===== config.mk =====
export PLATFORM = sky130hd
export DESIGN_NAME = cprv_mem_stage
export DESIGN_NICKNAME = d
export VERILOG_FILES = /design/src/rtl/cprv_pkg.sv /design/src/rtl/cprv_lsu_align.sv /design/src/rtl/cprv_mem_stage.sv
export SDC_FILE = /design/constraint.sdc
export NUM_CORES = 1
export LEC_CHECK = 0
export CAP_MARGIN = 15
export CORE_AREA = 2 2 192 194
export CTS_CLUSTER_DIAMETER = 50
export DETAILED_ROUTE_END_ITERATION = 10
export DIE_AREA = 0 0 194 196
export PLACE_DENSITY_LB_ADDON = 0.08
export SETUP_SLACK_MARGIN = 0.15
export SYNTH_ARGS = -nofsm -noshare
export SYNTH_HDL_FRONTEND = slang
export SYNTH_SLANG_ARGS = --single-unit

===== constraint.sdc =====
create_clock -name clk -period 4.2 [get_ports clk]
set_input_delay 1.05 -clock clk [delete_from_list [all_inputs] [get_ports clk]]
set_output_delay 1.05 -clock clk [all_outputs]
set_load 0.05 [all_outputs]

===== src/rtl/cprv_pkg.sv =====
// Shared constants and types for the cprv64g memory stage.
package cprv_pkg;

  localparam logic [6:0] OP     = 7'b0110011;
  localparam logic [6:0] OP_IMM = 7'b0010011;
  localparam logic [6:0] LOAD   = 7'b0000011;
  localparam logic [6:0] STORE  = 7'b0100011;

  localparam logic [2:0] F3_B  = 3'b000;
  localparam logic [2:0] F3_H  = 3'b001;
  localparam logic [2:0] F3_W  = 3'b010;
  localparam logic [2:0] F3_D  = 3'b011;
  localparam logic [2:0] F3_BU = 3'b100;
  localparam logic [2:0] F3_HU = 3'b101;
  localparam logic [2:0] F3_WU = 3'b110;

  typedef enum logic [1:0] {IDLE, MEM, SEND} mem_state_t;

  // Byte lane within the 8-byte word, forced to the access's natural alignment.
  function automatic logic [2:0] lane_off(input logic [2:0] addr_lo, input logic [2:0] funct3);
    case (funct3[1:0])
      2'b00:   return addr_lo;
      2'b01:   return {addr_lo[2:1], 1'b0};
      2'b10:   return {addr_lo[2], 2'b00};
      default: return 3'b000;
    endcase
  endfunction

endpackage


===== src/rtl/cprv_lsu_align.sv =====
// Byte-lane steering: store strobes/data shift and load shift/extension.
module cprv_lsu_align
  import cprv_pkg::*;
(
  input  logic [2:0]  off,
  input  logic [2:0]  funct3,
  input  logic [63:0] store_data,
  input  logic [63:0] load_word,
  output logic [7:0]  strb,
  output logic [63:0] wdata,
  output logic [63:0] rdata
);

  logic [63:0] shifted;

  // Lane shifts, strobe generation and load extension by access size.
  always_comb begin
    shifted = load_word >> {off, 3'b000};
    wdata   = store_data << {off, 3'b000};
    case (funct3[1:0])
      2'b00:   strb = 8'h01 << off;
      2'b01:   strb = 8'h03 << off;
      2'b10:   strb = 8'h0F << off;
      default: strb = 8'hFF;
    endcase
    case (funct3)
      F3_B:    rdata = {{56{shifted[7]}}, shifted[7:0]};
      F3_H:    rdata = {{48{shifted[15]}}, shifted[15:0]};
      F3_W:    rdata = {{32{shifted[31]}}, shifted[31:0]};
      F3_D:    rdata = shifted;
      F3_BU:   rdata = {56'd0, shifted[7:0]};
      F3_HU:   rdata = {48'd0, shifted[15:0]};
      F3_WU:   rdata = {32'd0, shifted[31:0]};
      default: rdata = 64'd0;
    endcase
  end

endmodule


===== src/rtl/cprv_mem_stage.sv =====
// Memory-access stage: execute -> data memory -> writeback, one instruction in flight.
//
// state | meaning
// IDLE  | ready for a new instruction from execute
// MEM   | data-memory request outstanding, waiting for ack
// SEND  | result offered to writeback, waiting for ready
module cprv_mem_stage
  import cprv_pkg::*;
#(
  parameter int DATA_WIDTH = 64,
  parameter int ADDR_WIDTH = 64
) (
  input  logic                  clk,
  input  logic                  rst_n,
  input  logic                  valid_mem_i,
  output logic                  ready_mem_o,
  input  logic [DATA_WIDTH-1:0] alu_out_mem_i,
  input  logic [DATA_WIDTH-1:0] rs2_data_mem_i,
  input  logic [4:0]            rd_addr_mem_i,
  input  logic                  rd_en_mem_i,
  input  logic [6:0]            opcode_mem_i,
  input  logic [2:0]            funct3_mem_i,
  output logic                  dmem_req_o,
  output logic                  dmem_we_o,
  output logic [ADDR_WIDTH-1:0] dmem_addr_o,
  output logic [63:0]           dmem_wdata_o,
  output logic [7:0]            dmem_strb_o,
  input  logic                  dmem_ack_i,
  input  logic [63:0]           dmem_rdata_i,
  output logic                  valid_wb_o,
  input  logic                  ready_wb_i,
  output logic [4:0]            rd_addr_wb_o,
  output logic                  rd_en_wb_o,
  output logic [6:0]            opcode_wb_o,
  output logic [2:0]            funct3_wb_o,
  output logic [DATA_WIDTH-1:0] alu_out_wb_o,
  output logic [DATA_WIDTH-1:0] rdata_wb_o
);

  mem_state_t            state_q, state_d;
  logic [DATA_WIDTH-1:0] rs2_q;
  logic [7:0]            strb_a;
  logic [63:0]           wdata_a;
  logic [63:0]           rdata_a;
  logic                  accept;
  logic                  is_store;

  assign accept   = (state_q == IDLE) && valid_mem_i;
  assign is_store = (opcode_wb_o == STORE);

  cprv_lsu_align u_align (
    .off        (lane_off(alu_out_wb_o[2:0], funct3_wb_o)),
    .funct3     (funct3_wb_o),
    .store_data (rs2_q),
    .load_word  (dmem_rdata_i),
    .strb       (strb_a),
    .wdata      (wdata_a),
    .rdata      (rdata_a)
  );

  // State register; reset drops any outstanding request at once.
  always_ff @(posedge clk or negedge rst_n) begin
    if (!rst_n) state_q <= IDLE;
    else        state_q <= state_d;
  end

  // Next state and handshake outputs.
  always_comb begin
    state_d     = state_q;
    ready_mem_o = 1'b0;
    dmem_req_o  = 1'b0;
    valid_wb_o  = 1'b0;
    case (state_q)
      IDLE: begin
        ready_mem_o = 1'b1;
        if (valid_mem_i)
          state_d = (opcode_mem_i == LOAD || opcode_mem_i == STORE) ? MEM : SEND;
      end
      MEM: begin
        dmem_req_o = 1'b1;
        if (dmem_ack_i) state_d = SEND;
      end
      SEND: begin
        valid_wb_o = 1'b1;
        if (ready_wb_i) state_d = IDLE;
      end
      default: state_d = IDLE;
    endcase
  end

  // Request fields derive only from registered state, so they hold across stalls.
  assign dmem_we_o    = dmem_req_o && is_store;
  assign dmem_addr_o  = {alu_out_wb_o[ADDR_WIDTH-1:3], 3'b000};
  assign dmem_wdata_o = wdata_a;
  assign dmem_strb_o  = dmem_we_o ? strb_a : 8'h00;

  // Capture the instruction on accept and the extended load data on ack.
  always_ff @(posedge clk or negedge rst_n) begin
    if (!rst_n) begin
      rd_addr_wb_o <= '0;
      rd_en_wb_o   <= 1'b0;
      opcode_wb_o  <= '0;
      funct3_wb_o  <= '0;
      alu_out_wb_o <= '0;
      rs2_q        <= '0;
      rdata_wb_o   <= '0;
    end else if (accept) begin
      rd_addr_wb_o <= rd_addr_mem_i;
      rd_en_wb_o   <= rd_en_mem_i && (opcode_mem_i != STORE);
      opcode_wb_o  <= opcode_mem_i;
      funct3_wb_o  <= funct3_mem_i;
      alu_out_wb_o <= alu_out_mem_i;
      rs2_q        <= rs2_data_mem_i;
      rdata_wb_o   <= '0;
    end else if (state_q == MEM && dmem_ack_i && opcode_wb_o == LOAD) begin
      rdata_wb_o <= rdata_a;
    end
  end

endmodule


# Yosys cells after proc, flatten, opt, wreduce, memory -nomap -nowiden
# Index checks and enable logic that the tools add are counted.
classes:
  reduce_logical: 11
  n_shift: 5
  n_mux: 14
  eq_ne: 18
ops:
  columns: ["op", "n"]
  rows:
  - ["$pmux 64 s7", 1]
  - ["$mux 64", 2]
  - ["$shl 64x6->64", 1]
  - ["$shr 64x6->64", 1]
  - ["$pmux 8 s3", 1]
  - ["$eq 7x2->1 const B", 2]
  - ["$eq 7x6->1 const B", 2]
  - ["$eq 3x3->1 const B", 3]
  - ["$pmux 3 s3", 1]
  - ["$mux 2", 4]
  - ["$mux 8", 1]
  - ["$shl 1x3->8 const A", 1]
  - ["$shl 2x3->8 const A", 1]
  - ["$shl 4x3->8 const A", 1]
  - ["$ne 7x6->1 const B", 1]
  - ["$eq 3x2->1 const B", 2]
  - ["$ne 2x2->1 const B", 3]
  - ["$pmux 2 s3", 1]
  - ["$logic_and 1x1->1", 5]
  - ["$eq 2x1->1 const B", 2]
  - ["$eq 2x2->1 const B", 2]
  - ["$logic_not 2->1", 2]
  - ["$eq 3x1->1 const B", 1]
  - ["$logic_not 3->1", 1]
  - ["4 further kinds", 6]
word_totals:
  input_bits: 213
  word_cells: 56
  register_bits: 210
  out_inout_bits: 284

# Logic depth before layout (Yosys ltp)
# Gate-level depths: netlist of the first run.
depth:
  ltp_word: 6
  mapped_depth: 12
  depth_no_buf: 8

# Hierarchy
# Synthesis of the first run repeated with hierarchy kept, for this count alone.
hier_totals:
  hier_cells: 1534
  hier_area_um2: 13212.7
by_module_without_submodules:
  columns: ["mod", "cells_per_inst", "n_inst", "area_each_um2", "seq_area_each_um2"]
  rows:
  - ["cprv_mem_stage", 978, 1, 9053.7, 5255.0]
  - ["cprv_lsu_align", 556, 1, 4159.0, 0.0]

# Least setup slack after synthesis of the first run
# OpenSTA, ideal clock, no wires.
synth_path:
  kind: "reg-to-output"
  start: "reg funct3_wb_o[0]"
  end: "out dmem_strb_o[1]"
  n_path_buf: 3
  path_slack_ps: -465
  path_stages_with_launch: 9
  t_required_ps: 3150
  arrival_ps: 3615
  cell_sequence: "dfrtp_1 -> inv_1 -> ha_1 -> buf_2 -> nor2_1 -> nor2_1 -> buf_2 -> clkbuf_1 -> nor4_1"
synth_between:
  elab_chain_cells: 5
  elab_cells_between_ends: 9
  cone_classes: "eq/ne: 2; shift: 3; mux: 3; reduce/logical: 1"
synth_rtl:
  columns: ["element", "line", "source"]
  rows:
  - ["start: declaration", "cprv_mem_stage.sv:35", "output logic [2:0] funct3_wb_o,"]
  - ["start signal: assignment", "cprv_mem_stage.sv:111", "funct3_wb_o <= funct3_mem_i;"]
  - ["$eq 2x2->1, or another cell as far along", "cprv_pkg.sv:21, cprv_lsu_align.sv:20", null]
  - ["$pmux 3 s3", "cprv_pkg.sv:21", "case (funct3[1:0])"]
  - ["$shl 4x3->8, or another cell as far along", "cprv_lsu_align.sv:23", "2'b10: strb = 8'h0F << off;"]
  - ["$pmux 8 s3 *", "cprv_lsu_align.sv:20", "case (funct3[1:0])"]
  - ["$mux 8 *", "cprv_mem_stage.sv:95", "assign dmem_strb_o = dmem_we_o ? strb_a : 8'h00;"]
  - ["end: declaration", "cprv_mem_stage.sv:27", "output logic [7:0] dmem_strb_o,"]
# Every way passes the cells marked *; elsewhere a longest branch is shown, timed or not.

# Worst setup path after layout of the first run
layout_path:
  start: "reg funct3_wb_o[0]"
  end: "out dmem_wdata_o[36]"
layout_between:
  elab_chain_cells: 3
  elab_cells_between_ends: 5
  cone_classes: "eq/ne: 2; shift: 1; mux: 1; reduce/logical: 1"
layout_rtl:
  columns: ["element", "line", "source"]
  rows:
  - ["$eq 2x2->1, or another cell as far along", "cprv_pkg.sv:21", null]
  - ["$pmux 3 s3 *", "cprv_pkg.sv:21", null]
  - ["$shl 64x6->64 *", "cprv_lsu_align.sv:19", "wdata = store_data << {off, 3'b000};"]
  - ["end: declaration", "cprv_mem_stage.sv:26", "output logic [63:0] dmem_wdata_o,"]
# Marks and branches as above.

==> results.py, run 1 <==
metrics = {
    "outcome": {
        "status": "completed",
    },
    "synth": {
        "ys_seq_area_share_pct": 42.4,
        "synthTopCellsByArea": "dfrtp_1 (42%), nand2_1 (17%), mux2i_1 (5.3%)",
        "yosysWarnings": 0,
        "yosysTopAreaCell": "dfrtp_1",
        "synth-xor-area-share_pct": 0,
        "synthArstFlopShare_pct": 100,
        "synth.mux.area_fraction_pct": 10.5,
        "synth_edf_count": 0,
        "synth-main-ff-cell": "dfrtp_1",
        "synthCells": 1484,
        "synth-simple-area-share_pct": 24.7,
        "synth_cell_types": 55,
        "synth-seq-cells": 210,
        "synth_top_family_by_area": "simple AND/OR/NAND/NOR gates",
        "synth_area_um2": 12400,
        "synthAdderAreaFrac_pct": 0.505,
        "synth_compound_area_share_pct": 13.9,
        "syn_area_per_cell_um2": 8.35,
        "synth_top_area_share_pct": 42.4,
    },
    "global_routing": {
        "overflow": 0,
        "first_global_vias": 12607,
        "grtUsageTotal_pct": 26.4,
        "antenna_found_initial": 7,
        "grt_pass1_wl_mm": 77.4,
        "grt_start_max_net_pins": 148,
    },
    "route": {
        "via_per_inst": 5.17,
        "wl_mm": 51.7,
        "num_vias": 12387,
        "drc": 0,
        "drt_iter0_markers": 724,
        "wire_per_inst_um": 21.6,
        "antenna_left": 0,
        "dr.pass1.iters": 4,
    },
    "setup_path": {
        "critical-path-slowest-cell": "dfrtp_1",
        "critPathKind": "flop to output pin",
        "critPathCaptureType": "output pin",
        "path_cells": "inv_1 > ha_1 > buf_4 > or2_4 > nand2_8 > buf_4 > mux2i_1 > nand2_1 > a32o_1 > buf_12",
        "max_stage_delay_ps": 390,
        "critical_path.most_common_cell": "buf_4",
        "required_ps": 3150,
        "worstSetupStartpointType": "flop",
        "worstPathArrival_ps": 2900,
        "crit_fanout": 12,
    },
    "timing": {
        "timing.setup.tns_ps": 0,
        "slew_headroom_pct": 48.8,
        "fin_crit_sh_pct": 94.0,
        "period_minus_slack_ps": 3950,
        "setup_ws_ps": 250,
        "slew_viol_final": 0,
        "finalSetupViolations": 0,
        "whs_ps": 471,
        "skew_ps": 19.7,
        "worst_pin_slew_ps": 768,
        "fmaxAchievable_mhz": 253,
        "rsz0062_at_grt": "true",
        "hold_violations": 0,
    },
    "cts": {
        "clockBufferDepth": 3,
        "cts_sinks": 210,
        "clockRootBuffer": "clkbuf_16",
        "htreeDepth": 2,
        "clk_pin_slew_worst_paths_ps": 50,
        "clkLatencyLatePin_ps": 520,
        "cts_made_buffers": 34,
        "cts_tree": "done",
    },
    "final_layout": {
        "fillerInstances": 3431,
        "areaGrowthSynthToFinish_pct": 56.9,
        "multi_input_area_um2": 6480,
        "final_cell_mix": "nand2_1 (570), clkdlybuf4s50_1 (420), dfrtp_1 (210)",
        "layout.nets": 2117,
        "layout_commonest_cell": "nand2_1",
        "seq_area_um2": 5260,
        "drive_gt1_share_pct": 15.4,
        "fin_util_pct": 53.9,
    },
    "pwr": {
        "p_leak_nw": 9.04,
        "ir_worst_vdd_mv": 0.483,
        "power.total_w": 0.0126,
        "power.density_nw_per_um2": 646,
    },
    "min_path": {
        "min_path_type": "flop to flop",
    },
    "floorplan": {
        "io_pins": 497,
        "initial_utilization_pct": 34.3,
        "rows": 70,
        "die-area_um2": 38000,
        "dieWidth_um": 194,
        "die_h_um": 196,
        "core_area_um2": 36100,
    },
    "placed_design": {
        "port_buffers": 493,
        "gp_congestion": 0.911,
        "dpl.hpwl_mm": 37.3,
        "dp_slack_ps": 493,
    },
    "flow_run": {
        "maxCapViolCount": 0,
    },
}
[registers in the layout (all words and copies together), names as in the netlist]
| name | count |
|---|---|
| rs2_q | 64 |
| state_q | 2 |
| rd_addr_wb_o | 5 |
| opcode_wb_o | 7 |
| funct3_wb_o | 3 |
| rdata_wb_o | 64 |
| alu_out_wb_o | 64 |
| rd_en_wb_o | 1 |
[cell usage after synthesis (all sizes together), types with 2 or more instances]
cell type / number
nand2: 573
dfrtp: 210
buf: 107
a21oi: 81
clkbuf: 69
mux2i: 66
nor2: 57
o21ai: 47
nand3: 43
a22o: 35
mux4: 28
and2: 24
nor3: 17
o221ai: 14
and3: 13
o211ai: 10
a32o: 8
a211o: 7
a22oi: 7
a31o: 7
nand2b: 7
o21a: 7
a2111oi: 5
a211oi: 5
ha: 5
nor2b: 5
inv: 4
nor4: 3
o31ai: 3
a21boi: 2
a31oi: 2
[per-stage QoR]
stage	std cells	instance area, µm²
6_report	2396	19400
5_1_grt	2396	19400
4_1_cts	2382	19200
3_5_place_dp	2314	17900
3_3_place_gp	2314	17900
2_1_floorplan	1486	12500
[where the power goes]
group | switching, W | internal (W) | leakage, nW
registers | 0.000351 | 0.00233 | 2.70
logic | 0.00439 | 0.00259 | 5.76
clock network | 0.00106 | 0.00183 | 0.579
total | 0.00580 | 0.00676 | 9.04
[per-layer routing]
metal	routed length (µm)	vias up	part of all wire, %	global-route usage, %
li1	-	5822	-	-
met1	20400	6007	39	31.7
met2	25800	462	50	45.2
met3	4010	90	7.8	7.44
met4	1440	6	2.8	9.54
met5	39	-	0.075	0
[path summary, 6_finish.rpt]
kind,startpoint,to,slack [ps],cells past startpoint
max in group asynchronous,rst_n,rs2_q[28],2750,2
min in group asynchronous,rst_n,alu_out_wb_o[39],580,1
max reg2reg,funct3_wb_o[0],rdata_wb_o[18],1010,10
min,rd_addr_wb_o[4],rd_addr_wb_o[4],470,2
min reg2reg,rd_addr_wb_o[4],rd_addr_wb_o[4],470,2
max,funct3_wb_o[0],dmem_wdata_o[36],250,10
[cell families after synthesis]
group	after synthesis
simple gates	748
flops	210
fa+ha+maj	5
compound gates	245
buf+inv	180
other cells	1
mux	95
[worst max-delay path: cells and delay by family (launching register included)]
| kind | cells | cell delay (ps) |
|---|---|---|
| buf+inv | 4 | 660 |
| simple gates | 3 | 580 |
| flops | 1 | 390 |
| compound gates | 1 | 290 |
| fa+ha+maj | 1 | 240 |
| mux | 1 | 240 |
[area by class of cell]
class,count,share of cell area (%)
Multi-Input combinational cell,1099,33.3
Timing Repair Buffer,550,30.4
Sequential cell,210,27.0
Clock buffer,43,5.13
Tap cell,468,3.01
Clock inverter,18,0.946
Inverter,4,0.0772
Antenna cell,4,0.0515
[what timing repair did]
item                       in CTS  in global routing
gates cloned                    2                  2
hold buffers                    0                  0
setup endpoints to repair      39                 35
buffers inserted                5                  8
pin swaps                       3                  3
resized for setup               9                 16
Note: power is estimated with default switching activity, not from simulation.
==> run 2: changes to the inputs <==
Settings changed: CTS_CLUSTER_SIZE from default to 25, HOLD_SLACK_MARGIN from default to 0.08.
==> run 2 against run 1 <==
Final cell count stayed put; critical endpoint unchanged; total power is 1.5% lower; combinational power increased by 0.9%; clock skew increased by 1.4 ps; sequential share of layout area up 0.080 points; via count increased by 0.64%; first-iteration DRC count grew 8.1%; largest power group unchanged; flip-flop and latch count unchanged.
==> results.py, run 2 (synthesis gave the netlist of run 1 again) <==
metrics = {
    "final_layout": {
        "seq_area_um2": 5260,
        "reg_top3": "alu_out_wb_o: 64 flops, rdata_wb_o: 64 flops, rs2_q: 64 flops",
        "final_cell_mix": "nand2_1 (570), clkdlybuf4s50_1 (420), dfrtp_1 (210)",
        "areaGrowthSynthToFinish_pct": 56.5,
        "layout_commonest_cell": "nand2_1",
        "layout.nets": 2117,
        "multi_input_area_um2": 6490,
        "drive_gt1_share_pct": 15.5,
        "final_area_um2": 19400,
        "fillerInstances": 3449,
    },
    "global_routing": {
        "grt_use_met3_pct": 7.24,
        "grt_pass1_wl_mm": 77.5,
        "use_met1_pct": 32.1,
        "use_met2_pct": 45.2,
        "grt_busiest_layer": "met2",
        "antenna_found_initial": 7,
        "overflow": 0,
        "grt_start_max_net_pins": 148,
        "first_global_vias": 12575,
        "grtUsageTotal_pct": 26.4,
    },
    "route": {
        "drc": 0,
        "drt_iter0_markers": 783,
        "via_per_inst": 5.20,
        "wl_mm": 52.1,
        "wire_per_inst_um": 21.7,
        "num_vias": 12466,
        "antenna_left": 0,
        "dr.pass1.iters": 5,
    },
    "setup_path": {
        "worstSetupStartpointType": "flop",
        "critPathCaptureType": "output pin",
        "rr_startpoint": "funct3_wb_o[1]",
        "required_ps": 3150,
        "worstPathArrival_ps": 2880,
        "reg2reg_slack_ps": 1130,
        "crit_fanout": 12,
        "r2r_cells": 10,
        "timing.rr.end": "rdata_wb_o[51]",
        "critPathKind": "flop to output pin",
    },
    "min_path": {
        "worstHoldStart": "rd_addr_wb_o[4]",
        "hold_depth": 2,
        "min_path_type": "flop to flop",
        "min_to": "rd_addr_wb_o[4]",
    },
    "cts": {
        "clockBufferDepth": 3,
        "clkLatencyLatePin_ps": 590,
        "cts_made_buffers": 31,
        "ctsHoldBuffers": 0,
        "htreeDepth": 1,
        "cts_tree": "done",
        "clk_pin_slew_worst_paths_ps": 60,
        "clockRootBuffer": "clkbuf_16",
        "cts_sinks": 210,
    },
    "timing": {
        "period_minus_slack_ps": 3930,
        "fmaxAchievable_mhz": 255,
        "hold_violations": 0,
        "skew_ps": 21.0,
        "fin_crit_sh_pct": 93.5,
        "worst_pin_slew_ps": 768,
        "slew_viol_final": 0,
        "setup_ws_ps": 273,
        "whs_ps": 472,
        "finalSetupViolations": 0,
        "rsz0062_at_grt": "false",
        "slew_headroom_pct": 48.8,
    },
    "pwr": {
        "p_leak_nw": 8.99,
        "ir_worst_vdd_mv": 0.493,
        "power.density_nw_per_um2": 638,
    },
    "floorplan": {
        "core_area_um2": 36100,
        "initial_utilization_pct": 34.3,
        "die-area_um2": 38000,
        "rows": 70,
        "die_h_um": 196,
        "io_pins": 497,
        "dieWidth_um": 194,
    },
    "outcome": {
        "status": "completed",
    },
    "placed_design": {
        "dp_slack_ps": 493,
        "dpl.hpwl_mm": 37.3,
        "placed_area_um2": 17900,
        "port_buffers": 493,
        "gp_congestion": 0.911,
    },
    "flow_run": {
        "maxCapViolCount": 0,
    },
}
==> run 2: per-layer routing <==
layer / share of wire (%) / vias to the layer above
met5: 0.071 / -
met4: 3.1 / 6
met1: 39 / 6036
met2: 49 / 514
met3: 8.2 / 94
li1: - / 5816
==> run 2: report_power, final <==
part,internal [W],switching [W],total (W),leakage (nW)
clock,0.00156,0.00110,0.00265,0.506
combinational,0.00262,0.00441,0.00704,5.79
sequential,0.00233,0.000352,0.00268,2.70
total,0.00651,0.00587,0.0124,8.99
==> run 2: per-stage QoR <==
step                      std cells  utilization (%)  power, W  setup TNS, ps
after floorplan                1486                -   0.00690           -229
after global placement         2314             49.7   0.00948              0
after detailed placement       2314             49.7   0.00950              0
after CTS                      2387             53.2    0.0123              0
after global routing           2396             53.7    0.0129              0
final                          2396             53.7    0.0124              0
==> run 2: worst max-delay path, cell delays in order (launching register included) <==
cell and delay, ps:
dfrtp_1 430, inv_2 80, ha_2 190, buf_6 150, or2_4 320, nand2_8 150
buf_4 190, mux2i_1 250, nand2_1 80, a32o_1 290, buf_12 160
==> run 2: timing repair <==
| item | 4_1_cts | 5_1_grt |
|---|---|---|
| resized for setup | 11 | 21 |
| pin swaps | 4 | 4 |
| gates cloned | 2 | 3 |
| setup buffers | 13 | 2 |
| setup endpoints to repair | 56 | 51 |
==> run 2: worst max-delay path by stage <==
stage / startpoint / slack [ps] / cells after the start / to
global route: funct3_wb_o[1] / 160 / 12 / dmem_strb_o[4]
floorplan: funct3_wb_o[0] / -110 / 10 / dmem_strb_o[3]
global placement: funct3_wb_o[0] / 550 / 10 / dmem_wdata_o[36]
finish: funct3_wb_o[1] / 270 / 10 / dmem_wdata_o[36]
detailed placement: funct3_wb_o[1] / 490 / 10 / dmem_wdata_o[57]
CTS: funct3_wb_o[0] / 100 / 10 / dmem_wdata_o[57]
==> run 2: area by class of cell <==
| cell class | count | share of cell area, % |
|---|---|---|
| multi-input combinational | 1099 | 33.5 |
| timing repair buffer | 553 | 30.8 |
| tap | 468 | 3.02 |
| antenna | 4 | 0.0516 |
| sequential | 210 | 27.1 |
| clock buffer | 35 | 4.18 |
| inverter | 4 | 0.0774 |
| clock inverter | 23 | 1.30 |
==> run 3: changes to the inputs <==
==> constraint.sdc (replaced) <==
create_clock -name clk -period 4.2 [get_ports clk]
set_input_delay 0.84 -clock clk [delete_from_list [all_inputs] [get_ports clk]]
set_output_delay 0.84 -clock clk [all_outputs]
set_load 0.05 [all_outputs]
==> run 3 against run 2 <==
Critical endpoint is now dmem_strb_o[4]; clock-buffer cell count is 2 higher; largest cell class unchanged; utilization is 0.23 points lower; combinational power is 2.8% lower; fmax is 0.94% lower; via count hardly changed; hold slack worse by 140 ps; first-iteration DRC count is 2.7% lower; clock skew is 7.1 ps higher; non-clock buffer count is 15 lower; highest routed layer unchanged.
==> results.py, run 3 (synthesis gave the netlist of run 1 again) <==
metrics = {
    "timing": {
        "rsz0062_at_grt": "true",
        "fin_crit_sh_pct": 94.4,
        "hold_violations": 0,
        "finalSetupViolations": 0,
        "fmaxAchievable_mhz": 252,
        "setup_ws_ps": 235,
        "slew_headroom_pct": 30.2,
        "period_minus_slack_ps": 3960,
        "slew_viol_final": 0,
        "timing.setup.tns_ps": 0,
        "skew_ps": 28.1,
        "worst_pin_slew_ps": 1050,
    },
    "cts": {
        "clk_pin_slew_worst_paths_ps": 50,
        "cts_made_buffers": 35,
        "cts_sinks": 210,
        "cts_tree": "done",
        "htreeDepth": 2,
        "clkLatencyLatePin_ps": 520,
        "clockBufferDepth": 3,
        "clockRootBuffer": "clkbuf_16",
    },
    "setup_path": {
        "critPathCaptureType": "output pin",
        "timing.rr.end": "rdata_wb_o[51]",
        "path_cells": "inv_1 > ha_1 > buf_4 > o31a_1 > nand2b_2 > buf_6 > nor2_1 > a31oi_1 > nor2_1 > nor2_1 > buf_12",
        "critical_path.most_common_cell": "nor2_1",
        "critPathLaunch": "funct3_wb_o[0]",
        "r2r_cells": 11,
        "reg2reg_slack_ps": 650,
        "max_stage_delay_ps": 470,
        "worstSetupStartpointType": "flop",
        "rr_startpoint": "funct3_wb_o[0]",
        "critical-path-slowest-cell": "buf_6",
        "required_ps": 3360,
        "worstPathArrival_ps": 3120,
        "critPathKind": "flop to output pin",
        "crit_fanout": 76,
    },
    "pwr": {
        "power.total_w": 0.0126,
        "power.density_nw_per_um2": 651,
        "clockPowerShare_pct": 24.3,
        "p_leak_nw": 9.03,
        "pwr-share-seq_pct": 21.3,
        "ir_worst_vdd_mv": 0.549,
        "p_int_w": 0.00670,
        "p_switching_w": 0.00586,
        "sw_frac_of_total_pct": 46.7,
        "combPwrFrac_pct": 54.4,
    },
    "floorplan": {
        "rows": 70,
        "io_pins": 497,
        "die-area_um2": 38000,
        "initial_utilization_pct": 34.3,
        "dieWidth_um": 194,
        "core_area_um2": 36100,
        "die_h_um": 196,
    },
    "route": {
        "antenna_left": 0,
        "via_per_inst": 5.23,
        "num_vias": 12476,
        "drt_iter0_markers": 762,
        "drc": 0,
        "wire_per_inst_um": 21.6,
        "wl_mm": 51.6,
        "dr.pass1.iters": 5,
    },
    "global_routing": {
        "antenna_found_initial": 7,
        "grt_start_max_net_pins": 148,
        "use_met2_pct": 44.1,
        "use_met1_pct": 31.8,
        "grt_pass1_wl_mm": 76.4,
        "overflow": 0,
        "grt_use_met3_pct": 7.31,
        "grtUsageTotal_pct": 26.1,
        "grt_busiest_layer": "met2",
        "first_global_vias": 12421,
    },
    "placed_design": {
        "placed_area_um2": 17900,
        "port_buffers": 493,
        "gp_congestion": 0.942,
        "dpl.hpwl_mm": 37.3,
        "dp_slack_ps": 108,
    },
    "final_layout": {
        "reg_top3": "alu_out_wb_o: 64 flops, rdata_wb_o: 64 flops, rs2_q: 64 flops",
        "final_area_um2": 19300,
        "areaGrowthSynthToFinish_pct": 55.8,
        "layout_commonest_cell": "nand2_1",
        "drive_gt1_share_pct": 13.5,
        "layout.nets": 2105,
        "final_cell_mix": "nand2_1 (570), clkdlybuf4s50_1 (420), dfrtp_1 (210)",
        "fillerInstances": 3338,
    },
    "outcome": {
        "status": "completed",
    },
    "min_path": {
        "min_path_type": "primary input to asynchronous set/reset pin",
    },
    "flow_run": {
        "maxCapViolCount": 0,
    },
}
run 3: cell types whose count changed in the layout (fill, tap and decap cells not counted), moves of 4 or more:
cell        previous run  this run
nor2_2                16         1
buf_4                 70        59
clkinvlp_4             5         1
nor2_1                38        53
clkinv_8               1         7
a21oi_1               63        68
clkinv_4               4         0
a21oi_2               18        13
run 3: worst max-delay path, delay by kind of cell (launching register included):
kind | cells | cell delay, ps
AO/OA/AOI/OAI | 2 | 530
AND/OR/NAND/NOR | 4 | 450
buffers and inverters | 4 | 960
adder cells (fa/ha/maj) | 1 | 250
flip-flops | 1 | 410
run 3: cell type report:
cell class | instances | area (µm²) | share of cell area [%]
Clock buffer | 37 | 915 | 4.74
Antenna cell | 5 | 12.5 | 0.0648
Timing Repair Buffer | 538 | 5830 | 30.2
Sequential cell | 210 | 5260 | 27.2
Clock inverter | 26 | 348 | 1.80
Tap cell | 468 | 586 | 3.03
Inverter | 4 | 15.0 | 0.0778
Multi-Input combinational cell | 1098 | 6350 | 32.9
run 3: how the worst max path moves through the flow:
stage,endpoint,slack (ps),cells after the start
after floorplan,dmem_strb_o[3],100,10
after global placement,dmem_wdata_o[34],230,7
after detailed placement,dmem_wdata_o[34],110,7
after CTS,dmem_strb_o[4],120,10
after global routing,dmem_strb_o[4],70,11
final,dmem_strb_o[4],240,11
run 3: power groups by stage:
stage	sequential [W]	combinational, W	clock [W]
floorplan	0.00317	0.00369	0
global placement	0.00270	0.00670	0
detailed placement	0.00270	0.00671	0
CTS	0.00268	0.00678	0.00312
global route	0.00271	0.00719	0.00321
finish	0.00268	0.00684	0.00305
run 3: timing repair:
item / 4_1_cts / 5_1_grt
resized for setup: 4 / 4
setup buffers: 2 / 7
endpoints found under the setup margin: 20 / 36
hold buffers: 0 / 0
gates cloned: 1 / 2
pin swaps: 2 / 3
run 3: through the flow:
step	hold WS [ps]	std cells	utilization, %
floorplan	445	1486	-
global placement	458	2306	49.5
detailed placement	463	2306	49.5
CTS	387	2372	53.2
global route	402	2382	53.5
finish	331	2386	53.5
run 3: routing by layer:
metal / wire, µm / share of wire [%]
met5: 42 / 0.081
met4: 1770 / 3.4
met3: 4070 / 7.9
met2: 25300 / 49
met1: 20400 / 40
